## config.mk

```make
export PLATFORM = sky130hd
export DESIGN_NAME = branch_recovery_ctrl_flat
export DESIGN_NICKNAME = d
export VERILOG_FILES = /design/src/rtl/branch_recovery_ctrl_pkg.sv /design/src/rtl/branch_recovery_ctrl_if.sv /design/src/rtl/branch_recovery_ctrl_rob_age_cmp.sv /design/src/rtl/branch_recovery_ctrl.sv /design/src/flat_wrapper.sv
export SDC_FILE = /design/constraint.sdc
export NUM_CORES = 1
export LEC_CHECK = 0
export CAP_MARGIN = 20
export CORE_ASPECT_RATIO = 0.7
export CORE_MARGIN = 2
export CORE_UTILIZATION = 45
export CTS_CLUSTER_SIZE = 14
export DETAILED_ROUTE_END_ITERATION = 8
export GPL_ROUTABILITY_DRIVEN = 0
export PLACE_DENSITY = 0.8
export SLEW_MARGIN = 10
export SYNTH_ARGS = -nofsm -noshare
export SYNTH_HDL_FRONTEND = slang
export SYNTH_HIERARCHICAL = 1
export SYNTH_SLANG_ARGS = --single-unit
export TNS_END_PERCENT = 5
```

## constraint.sdc

```tcl
create_clock -name clk -period 3.85 [get_ports clk]
set_clock_uncertainty 0.15 [all_clocks]
set_input_delay 0.5775 -clock clk [delete_from_list [all_inputs] [get_ports clk]]
set_output_delay 0.5775 -clock clk [all_outputs]
set_load 0.01 [all_outputs]
```

## src/rtl/branch_recovery_ctrl_pkg.sv

```systemverilog
// Shared types and helpers for the branch misprediction recovery block:
// recovery FSM states, ROB age arithmetic and the branch-resolution bundle.
package branch_recovery_ctrl_pkg;

  typedef enum logic [1:0] {
    IDLE     = 2'd0,
    FLUSH    = 2'd1,
    REDIRECT = 2'd2
  } recovery_state_e;

  localparam int BR_DATA_WIDTH = 32;
  localparam int BR_ROB_WIDTH  = 4;

  typedef struct packed {
    logic                     valid;
    logic [BR_ROB_WIDTH-1:0]  rob_tag;
    logic                     mispredict;
    logic [BR_DATA_WIDTH-1:0] target;
  } br_resolution_t;

  // Distance from the ROB head, modulo the ROB size; smaller means older.
  function automatic int unsigned rob_age(int unsigned tag, int unsigned head,
                                          int unsigned width);
    return (tag - head) & ((32'd1 << width) - 32'd1);
  endfunction

endpackage

```

## src/rtl/branch_recovery_ctrl_if.sv

```systemverilog
// Bundle of branch-resolution inputs, fetch redirect handshake and recovery
// status outputs exchanged between the recovery controller and its neighbours.
interface branch_recovery_ctrl_if #(
  parameter int DATA_WIDTH = 32,
  parameter int ROB_WIDTH  = 4,
  parameter int CNT_WIDTH  = 16
);
  logic                  i_br_valid;
  logic [ROB_WIDTH-1:0]  i_br_rob_tag;
  logic                  i_br_mispredict;
  logic [DATA_WIDTH-1:0] i_br_target;
  logic [ROB_WIDTH-1:0]  i_rob_head;
  logic                  i_redirect_ready;

  logic                  o_flush;
  logic [ROB_WIDTH-1:0]  o_flush_tag;
  logic                  o_redirect_valid;
  logic [DATA_WIDTH-1:0] o_redirect_pc;
  logic                  o_fetch_stall;
  logic                  o_busy;
  logic [CNT_WIDTH-1:0]  o_mispredict_count;

  modport slave (
    input  i_br_valid, i_br_rob_tag, i_br_mispredict, i_br_target,
           i_rob_head, i_redirect_ready,
    output o_flush, o_flush_tag, o_redirect_valid, o_redirect_pc,
           o_fetch_stall, o_busy, o_mispredict_count
  );

  modport master (
    output i_br_valid, i_br_rob_tag, i_br_mispredict, i_br_target,
           i_rob_head, i_redirect_ready,
    input  o_flush, o_flush_tag, o_redirect_valid, o_redirect_pc,
           o_fetch_stall, o_busy, o_mispredict_count
  );
endinterface

```

## src/rtl/branch_recovery_ctrl_rob_age_cmp.sv

```systemverilog
// Combinational ROB age comparator: a_older is set when tag_a is strictly
// older than tag_b relative to the current ROB head, wrap-around included.
module rob_age_cmp
  import branch_recovery_ctrl_pkg::*;
#(
  parameter int ROB_WIDTH = 4
) (
  input  logic [ROB_WIDTH-1:0] tag_a,
  input  logic [ROB_WIDTH-1:0] tag_b,
  input  logic [ROB_WIDTH-1:0] head,
  output logic                 a_older
);

  always_comb begin
    a_older = rob_age(32'(tag_a), 32'(head), unsigned'(ROB_WIDTH)) <
              rob_age(32'(tag_b), 32'(head), unsigned'(ROB_WIDTH));
  end

endmodule

```

## src/rtl/branch_recovery_ctrl.sv

```systemverilog
// Misprediction recovery controller: flushes younger state, then redirects
// fetch; an older mispredict arriving mid-recovery restarts the sequence.
module branch_recovery_ctrl
  import branch_recovery_ctrl_pkg::*;
#(
  parameter int DATA_WIDTH   = 32,
  parameter int ROB_WIDTH    = 4,
  parameter int FLUSH_CYCLES = 2,
  parameter int CNT_WIDTH    = 16
) (
  input logic                  clk,
  input logic                  rst_n,
  branch_recovery_ctrl_if.slave bus
);

  localparam int FC_W = (FLUSH_CYCLES > 1) ? $clog2(FLUSH_CYCLES) : 1;

  recovery_state_e       state, state_next;
  logic [ROB_WIDTH-1:0]  tag_q, tag_d;
  logic [DATA_WIDTH-1:0] pc_q, pc_d;
  logic [FC_W-1:0]       fcnt_q, fcnt_d;
  logic [CNT_WIDTH-1:0]  count_q;
  logic                  mis_event;
  logic                  event_older;
  logic                  accept;

  rob_age_cmp #(.ROB_WIDTH(ROB_WIDTH)) u_age_cmp (
    .tag_a   (bus.i_br_rob_tag),
    .tag_b   (tag_q),
    .head    (bus.i_rob_head),
    .a_older (event_older)
  );

  // In IDLE any mispredict starts recovery; otherwise only an older one preempts.
  assign mis_event = bus.i_br_valid & bus.i_br_mispredict;
  assign accept    = mis_event & ((state == IDLE) | event_older);

  always_ff @(posedge clk or negedge rst_n) begin
    if (!rst_n) begin
      state   <= IDLE;
      tag_q   <= '0;
      pc_q    <= '0;
      fcnt_q  <= '0;
      count_q <= '0;
    end else begin
      state  <= state_next;
      tag_q  <= tag_d;
      pc_q   <= pc_d;
      fcnt_q <= fcnt_d;
      if (accept && (count_q != '1)) begin
        count_q <= count_q + 1'b1;
      end
    end
  end

  always_comb begin
    state_next = state;
    tag_d      = tag_q;
    pc_d       = pc_q;
    fcnt_d     = fcnt_q;
    case (state)
      IDLE: begin
        if (accept) state_next = FLUSH;
      end
      FLUSH: begin
        if (accept)              state_next = FLUSH;
        else if (fcnt_q == '0)   state_next = REDIRECT;
      end
      REDIRECT: begin
        // Preemption outranks a handshake completing in the same cycle.
        if (accept)                     state_next = FLUSH;
        else if (bus.i_redirect_ready)  state_next = IDLE;
      end
      default: state_next = IDLE;
    endcase
    if (accept) begin
      tag_d  = bus.i_br_rob_tag;
      pc_d   = bus.i_br_target;
      fcnt_d = FC_W'(FLUSH_CYCLES - 1);
    end else if ((state == FLUSH) && (fcnt_q != '0)) begin
      fcnt_d = fcnt_q - 1'b1;
    end
  end

  always_comb begin
    bus.o_flush            = 1'b0;
    bus.o_flush_tag        = '0;
    bus.o_redirect_valid   = 1'b0;
    bus.o_redirect_pc      = '0;
    bus.o_fetch_stall      = 1'b0;
    bus.o_busy             = 1'b0;
    bus.o_mispredict_count = count_q;
    case (state)
      FLUSH: begin
        bus.o_flush       = 1'b1;
        bus.o_flush_tag   = tag_q;
        bus.o_fetch_stall = 1'b1;
        bus.o_busy        = 1'b1;
      end
      REDIRECT: begin
        bus.o_redirect_valid = 1'b1;
        bus.o_redirect_pc    = pc_q;
        bus.o_fetch_stall    = 1'b1;
        bus.o_busy           = 1'b1;
      end
      default: ;
    endcase
  end

endmodule

```

## src/flat_wrapper.sv

```systemverilog
// flat-port wrapper written by rule: the top's interface ports become plain ports
module branch_recovery_ctrl_flat import branch_recovery_ctrl_pkg::*;
#(
  parameter int DATA_WIDTH   = 32,
  parameter int ROB_WIDTH    = 4,
  parameter int FLUSH_CYCLES = 2,
  parameter int CNT_WIDTH    = 16
)
  (clk, rst_n, bus_i_br_valid, bus_i_br_rob_tag, bus_i_br_mispredict, bus_i_br_target, bus_i_rob_head, bus_i_redirect_ready, bus_o_flush, bus_o_flush_tag, bus_o_redirect_valid, bus_o_redirect_pc, bus_o_fetch_stall, bus_o_busy, bus_o_mispredict_count);
  branch_recovery_ctrl_if #(.DATA_WIDTH(DATA_WIDTH), .ROB_WIDTH(ROB_WIDTH), .CNT_WIDTH(CNT_WIDTH)) bus_i ();
  input logic clk;
  input logic rst_n;
  input wire logic [$bits(bus_i.i_br_valid)-1:0] bus_i_br_valid;
  input wire logic [$bits(bus_i.i_br_rob_tag)-1:0] bus_i_br_rob_tag;
  input wire logic [$bits(bus_i.i_br_mispredict)-1:0] bus_i_br_mispredict;
  input wire logic [$bits(bus_i.i_br_target)-1:0] bus_i_br_target;
  input wire logic [$bits(bus_i.i_rob_head)-1:0] bus_i_rob_head;
  input wire logic [$bits(bus_i.i_redirect_ready)-1:0] bus_i_redirect_ready;
  output wire logic [$bits(bus_i.o_flush)-1:0] bus_o_flush;
  output wire logic [$bits(bus_i.o_flush_tag)-1:0] bus_o_flush_tag;
  output wire logic [$bits(bus_i.o_redirect_valid)-1:0] bus_o_redirect_valid;
  output wire logic [$bits(bus_i.o_redirect_pc)-1:0] bus_o_redirect_pc;
  output wire logic [$bits(bus_i.o_fetch_stall)-1:0] bus_o_fetch_stall;
  output wire logic [$bits(bus_i.o_busy)-1:0] bus_o_busy;
  output wire logic [$bits(bus_i.o_mispredict_count)-1:0] bus_o_mispredict_count;
  assign bus_i.i_br_valid = bus_i_br_valid;
  assign bus_i.i_br_rob_tag = bus_i_br_rob_tag;
  assign bus_i.i_br_mispredict = bus_i_br_mispredict;
  assign bus_i.i_br_target = bus_i_br_target;
  assign bus_i.i_rob_head = bus_i_rob_head;
  assign bus_i.i_redirect_ready = bus_i_redirect_ready;
  assign bus_o_flush = bus_i.o_flush;
  assign bus_o_flush_tag = bus_i.o_flush_tag;
  assign bus_o_redirect_valid = bus_i.o_redirect_valid;
  assign bus_o_redirect_pc = bus_i.o_redirect_pc;
  assign bus_o_fetch_stall = bus_i.o_fetch_stall;
  assign bus_o_busy = bus_i.o_busy;
  assign bus_o_mispredict_count = bus_i.o_mispredict_count;
  branch_recovery_ctrl #(.DATA_WIDTH(DATA_WIDTH), .ROB_WIDTH(ROB_WIDTH), .FLUSH_CYCLES(FLUSH_CYCLES), .CNT_WIDTH(CNT_WIDTH)) u_core (.clk(clk), .rst_n(rst_n), .bus(bus_i));
endmodule
```

* Yosys cells after proc, flatten, opt, wreduce, memory -nomap -nowiden
Index checks and enable logic that the tools add are counted.
** Word-level totals
- Memory bits (writable) :: 0
- Bits in registers :: 55
- Word-level logic and storage cells :: 38
- Latch bits :: 0
- Memories kept :: 0
- Bits in read-only memories :: 0
** Operators by class
- Shifts and indexed selects :: 0
- Muxes and demuxes :: 13
- Bitwise logic cells :: 3
- Reductions and logical operators :: 6
- Multiply operators :: 0
- $add $sub $neg :: 4
- Divide/modulo/power cells :: 0
- Eq/ne operators :: 6
- Magnitude comparators :: 1
** Operator list (number)
- 32-bit two-way mux :: 1
- 16-bit by 1-bit adder with 16-bit output (second input constant) :: 1
- 16-bit inequality test (second input constant) :: 1
- 2-bit two-way mux :: 5
- 4-bit subtractor :: 2
- 2-bit one-hot mux with 3 select lines :: 1
- 1-bit two-way mux :: 5
- 4-bit less-than comparator :: 1
- 4-bit two-way mux :: 1
- 3-bit by 2-bit inequality test with 1-bit output (second input constant) :: 1
- 3-bit inequality test (second input constant) :: 1
- 3-bit AND reduction :: 1
- 1-bit AND :: 2
- 2-bit by 1-bit equality test with 1-bit output (second input constant) :: 1
- 2-bit equality test (second input constant) :: 1
- 1-bit logical AND :: 2
- 2-bit logical NOT :: 1
- 2-bit by 1-bit inequality test with 1-bit output (second input constant) :: 1
- 2-bit nonzero test :: 1
- 2-bit OR reduction :: 1
- 1-bit OR :: 1
- 1-bit subtractor (second input constant) :: 1

* Depth between registers and ports, before layout
- Word-level depth :: 6
- Depth in mapped cells :: 13
- Mapped depth without buffers :: 12

* By module
The synthesis kept the hierarchy.
** Modules (own cells, without submodules)
- branch_recovery_ctrl :: cells each 282, area each 2606.2 µm², times used 1
- rob_age_cmp :: cells each 35, area each 297.8 µm², times used 1

* Worst setup path after synthesis
Ideal clock, no wire load.
- Path type :: input port to flip-flop
- Start point :: input port bus_i_rob_head[2]
- End point :: register u_core.count_q[9] (netlist: u_core/bus.o_mispredict_count[9])
- Path slack :: 0.593 ns
- Arrival :: 2.979 ns
- Stages on the path :: 12
- Required time :: 3.573 ns
- Library setup time :: 0.127 ns
- Path through :: inv_1 -> ha_1 -> nor2b_1 -> a221oi_2 -> xnor2_1 -> ha_1 -> a21oi_1 -> o21a_1 -> o211ai_2 -> nor3_4 -> and4_1 -> mux2_1
** On the way
- Longest elaborated chain between the ends :: 5
** Ends and longest elaborated chain
- from (decl) :: line flat_wrapper.sv:17 : input wire logic [$bits(bus_i.i_rob_head)-1:0] bus_i_rob_head;
- 4-bit subtractor :: line branch_recovery_ctrl_pkg.sv:24 : return (tag - head) & ((32'd1 << width) - 32'd1);
- 4-bit less-than comparator * :: line branch_recovery_ctrl_rob_age_cmp.sv:15 : a_older = rob_age(32'(tag_a), 32'(head), unsigned'(ROB_WIDTH)) <
- named net u_core.event_older :: line branch_recovery_ctrl.sv:24 : logic event_older;
- 1-bit OR * :: line branch_recovery_ctrl.sv:36 : assign accept = mis_event & ((state == IDLE) | event_older);
- 1-bit AND * :: line branch_recovery_ctrl.sv:36
- 1-bit logical AND * :: line branch_recovery_ctrl.sv:50 : if (accept && (count_q != '1)) begin
- to (signal assigned) :: line branch_recovery_ctrl.sv:51 : count_q <= count_q + 1'b1;
- to (decl) :: line branch_recovery_ctrl.sv:22 : logic [CNT_WIDTH-1:0] count_q;
The timed path passes the listed nets; every way through them passes the cells marked *.
A chain may end at the register's enable or synchronous reset.

* Worst setup path in the final report
Same ends and word-level chain as after synthesis.

==> results.toml <==
[run_status]
status = "complete, no violations"

[placed_design]
hpwl_mm = 5.110
placed_area_um2 = 4018
numPortBuffers = 100

[synthesis]
avgSynthCellArea_um2 = 9.161
syn_inst = 317
yosysUniqueCellTypes = 40
syn_nets = 378
ys_ff_latch = 55
syn_area_um2 = 2904
yosysWarnings = 6
synth_seq_area_share_pct = 47.39

[die]
num_rows = 24
fp.dieH_um = 71.21
coreArea_um2 = 6246
io-pin-count = 101
initial_utilization_pct = 46.49
die_area_um2 = 7122
die_width_um = 100.0

[detailed_routing]
drt_iter0_markers = 111
post_drt_via_cell_ratio = 4.974
route.detailed.drc = 0
dr_total_vias = 2477
routed_wl_mm = 6.935
route.detailed.wl_per_inst_um = 13.93
ant_nets = 0
drt-pass1-iter-count = 4

[clocking]
clkTransAtPathRegs_ns = 0.10
holdBufCountCts = 0
clk_latency_ns = 0.31
postCtsSetupBuffers = 0
cts_buffers = 5
clockBufferDepth = 2
numClockSinks = 55
cts_tree = "yes"
htree_levels = 2
root_buffer = "clkbuf_8"
cts-resized-gates = 0

[global_route]
grt_usage_pct = 20.14
gr-total-overflow = 0
antenna_found_initial = 0
grt_max_degree = 36
grt_pass1_vias = 2407
grt_pass1_wl_mm = 11.51

[timing]
fmax_mhz = 290.3
worstMarginPinSlew_ns = 0.9652
fin_crit_sh_pct = 89.48
final_hold_viol_count = 0
final_max_slew_viol_count = 0
relSlewSlack_pct = 35.66
rsz0062_at_grt = "no"
layout_min_cycle_time_ns = 3.445
setup_tns_ns = 0
setup_viol = 0

[cells_and_area]
num-nets-final = 480
layout_common_cells = "nand2_1 (117), clkdlybuf4s50_1 (99), dfrtp_1 (55)"
antenna_cells_inserted = 0
finalInstanceArea_um2 = 4109
syn_to_final_growth_pct = 41.49
final_common_cell = "nand2_1"
drive_above_1_share_pct = 5.952

[power_and_ir_drop]
p_leak_uw = 0.001916
peakVddDrop_v = 0.0003625
power_density_nw_per_um2 = 537.2

[critical_path]
crit_path_start_kind = "input port"
critPathTopFamily = "compound AO/OA/AOI/OAI gates"
worst-path-max-fanout = 3
crit_path_frequent_cell = "ha_1"
path_buf_inv = 2
critical_path_arrival_ns = 3.49
cp_cell_sequence = "clkdlybuf4s50_1 > inv_1 > ha_1 > nor2b_1 > a221oi_2 > xnor2_1 > ha_1 > a21oi_1 > o21a_1 > o211ai_4 > nor3_4 > and4_1 > mux2_1"
cp-end-kind = "flip-flop"
critPathKind = "input port to flip-flop"
cp_data_required_time_ns = 3.90
slowest_delay_ns = 0.45
crit_path_top_delay_cell = "clkdlybuf4s50_1"

[min_path]
hp-class = "input port to asynchronous set/reset pin"

[run]
drv_cap = 0
path summary, 6_finish.rpt:
| check | to | cells past startpoint | slack, ns | from |
|---|---|---|---|---|
| min | u_core/pc_q[22] | 1 | 0.13 | rst_n |
| min reg2reg | u_core/pc_q[23] | 2 | 0.33 | u_core/pc_q[23] |
| min in group clk | u_core/pc_q[23] | 2 | 0.33 | u_core/pc_q[23] |
| max | u_core/bus.o_mispredict_count[9] | 13 | 0.41 | bus_i_rob_head[2] |
| max reg2reg | u_core/bus.o_mispredict_count[9] | 11 | 0.87 | u_core/tag_q[2] |
| max in group asynchronous | u_core/bus.o_mispredict_count[10] | 2 | 2.61 | rst_n |
layout make-up:
class | instances | area [µm²]
sequential | 55 | 1376
clock buffer | 5 | 68.82
inverter | 13 | 48.80
multi-input combinational | 237 | 1434
fill | 508 | 2137
tap | 78 | 97.59
timing repair buffer | 107 | 1061
clock inverter | 3 | 22.52
synthesized netlist by cell type:
cell	instances	area share, %
o2111ai_1	1	0.30
a21oi_1	6	1.0
a221oi_1	1	0.30
o21ai_1	1	0.17
nand4_2	2	0.86
or4_4	1	0.39
a41oi_1	1	0.30
or2_1	1	0.22
a221oi_2	1	0.52
nor2_2	1	0.22
o21ai_0	2	0.34
nand2b_1	2	0.43
buf_4	1	0.26
nand3_2	1	0.34
clkbuf_1	7	0.90
nand3_1	3	0.52
nor4_2	1	0.43
inv_1	13	1.7
o211a_1	1	0.34
dfrtp_1	55	47
xnor2_1	13	3.9
and2_1	37	8.0
nor3_4	1	0.56
o2111a_1	1	0.39
nor2_1	2	0.26
xor2_1	3	0.90
nand4_1	5	1.1
o21a_1	1	0.26
o211ai_2	1	0.43
and4_1	3	0.90
ha_1	14	6.0
o32ai_1	1	0.30
nand2_1	117	15
nand3b_1	1	0.26
nor3_1	3	0.52
fa_1	2	1.4
buf_2	4	0.69
o41ai_1	1	0.30
nor2b_1	1	0.22
mux2_1	4	1.6
cells by family (layout without fill, tap and decap cells):
| group | Yosys count | in the layout | share of synthesized area [%] |
|---|---|---|---|
| simple gates | 182 | 182 | 30.29 |
| flops | 55 | 55 | 47.39 |
| buf+inv | 25 | 128 | 3.533 |
| compound gates | 19 | 19 | 4.998 |
| fa+ha+maj | 16 | 16 | 7.411 |
| xor+xnor | 16 | 16 | 4.826 |
| mux | 4 | 4 | 1.551 |
routing by layer:
metal	vias to the layer above	share of wire [%]	track usage [%]	wire, µm
li1	1225	-	-	-
met5	-	0	0	0
met1	1167	50	29.73	3453
met3	5	6.5	4.488	453
met2	80	43	31.23	2993
met4	0	0.49	3.805	34
per-stage QoR:
step / total power, µW / util, % / hold WS [ns] / cells / setup slack, ns
2_1_floorplan: 1480 / - / 0.1319 / 317 / 0.5933
6_report: 2207 / 65.79 / 0.1275 / 498 / 0.4051
4_1_cts: 2230 / 65.79 / 0.1323 / 498 / 0.4101
3_3_place_gp: 1857 / 64.32 / 0.2993 / 490 / 0.1896
3_5_place_dp: 1899 / 64.32 / 0.3049 / 490 / 0.08068
5_1_grt: 2394 / 65.79 / 0.1544 / 498 / 0.1928
power by group:
| part | internal [µW] | switching [µW] |
|---|---|---|
| sequential | 795 | 139 |
| clock | 131 | 191 |
| combinational | 471 | 481 |
sequential cells by signal, indices dropped and copies added (netlist names):
signal	flops
u_core/fcnt_q	1
u_core/tag_q	4
u_core/pc_q	32
u_core/bus.o_mispredict_count	16
u_core/state	2
Power figures use the tool's default switching activity.
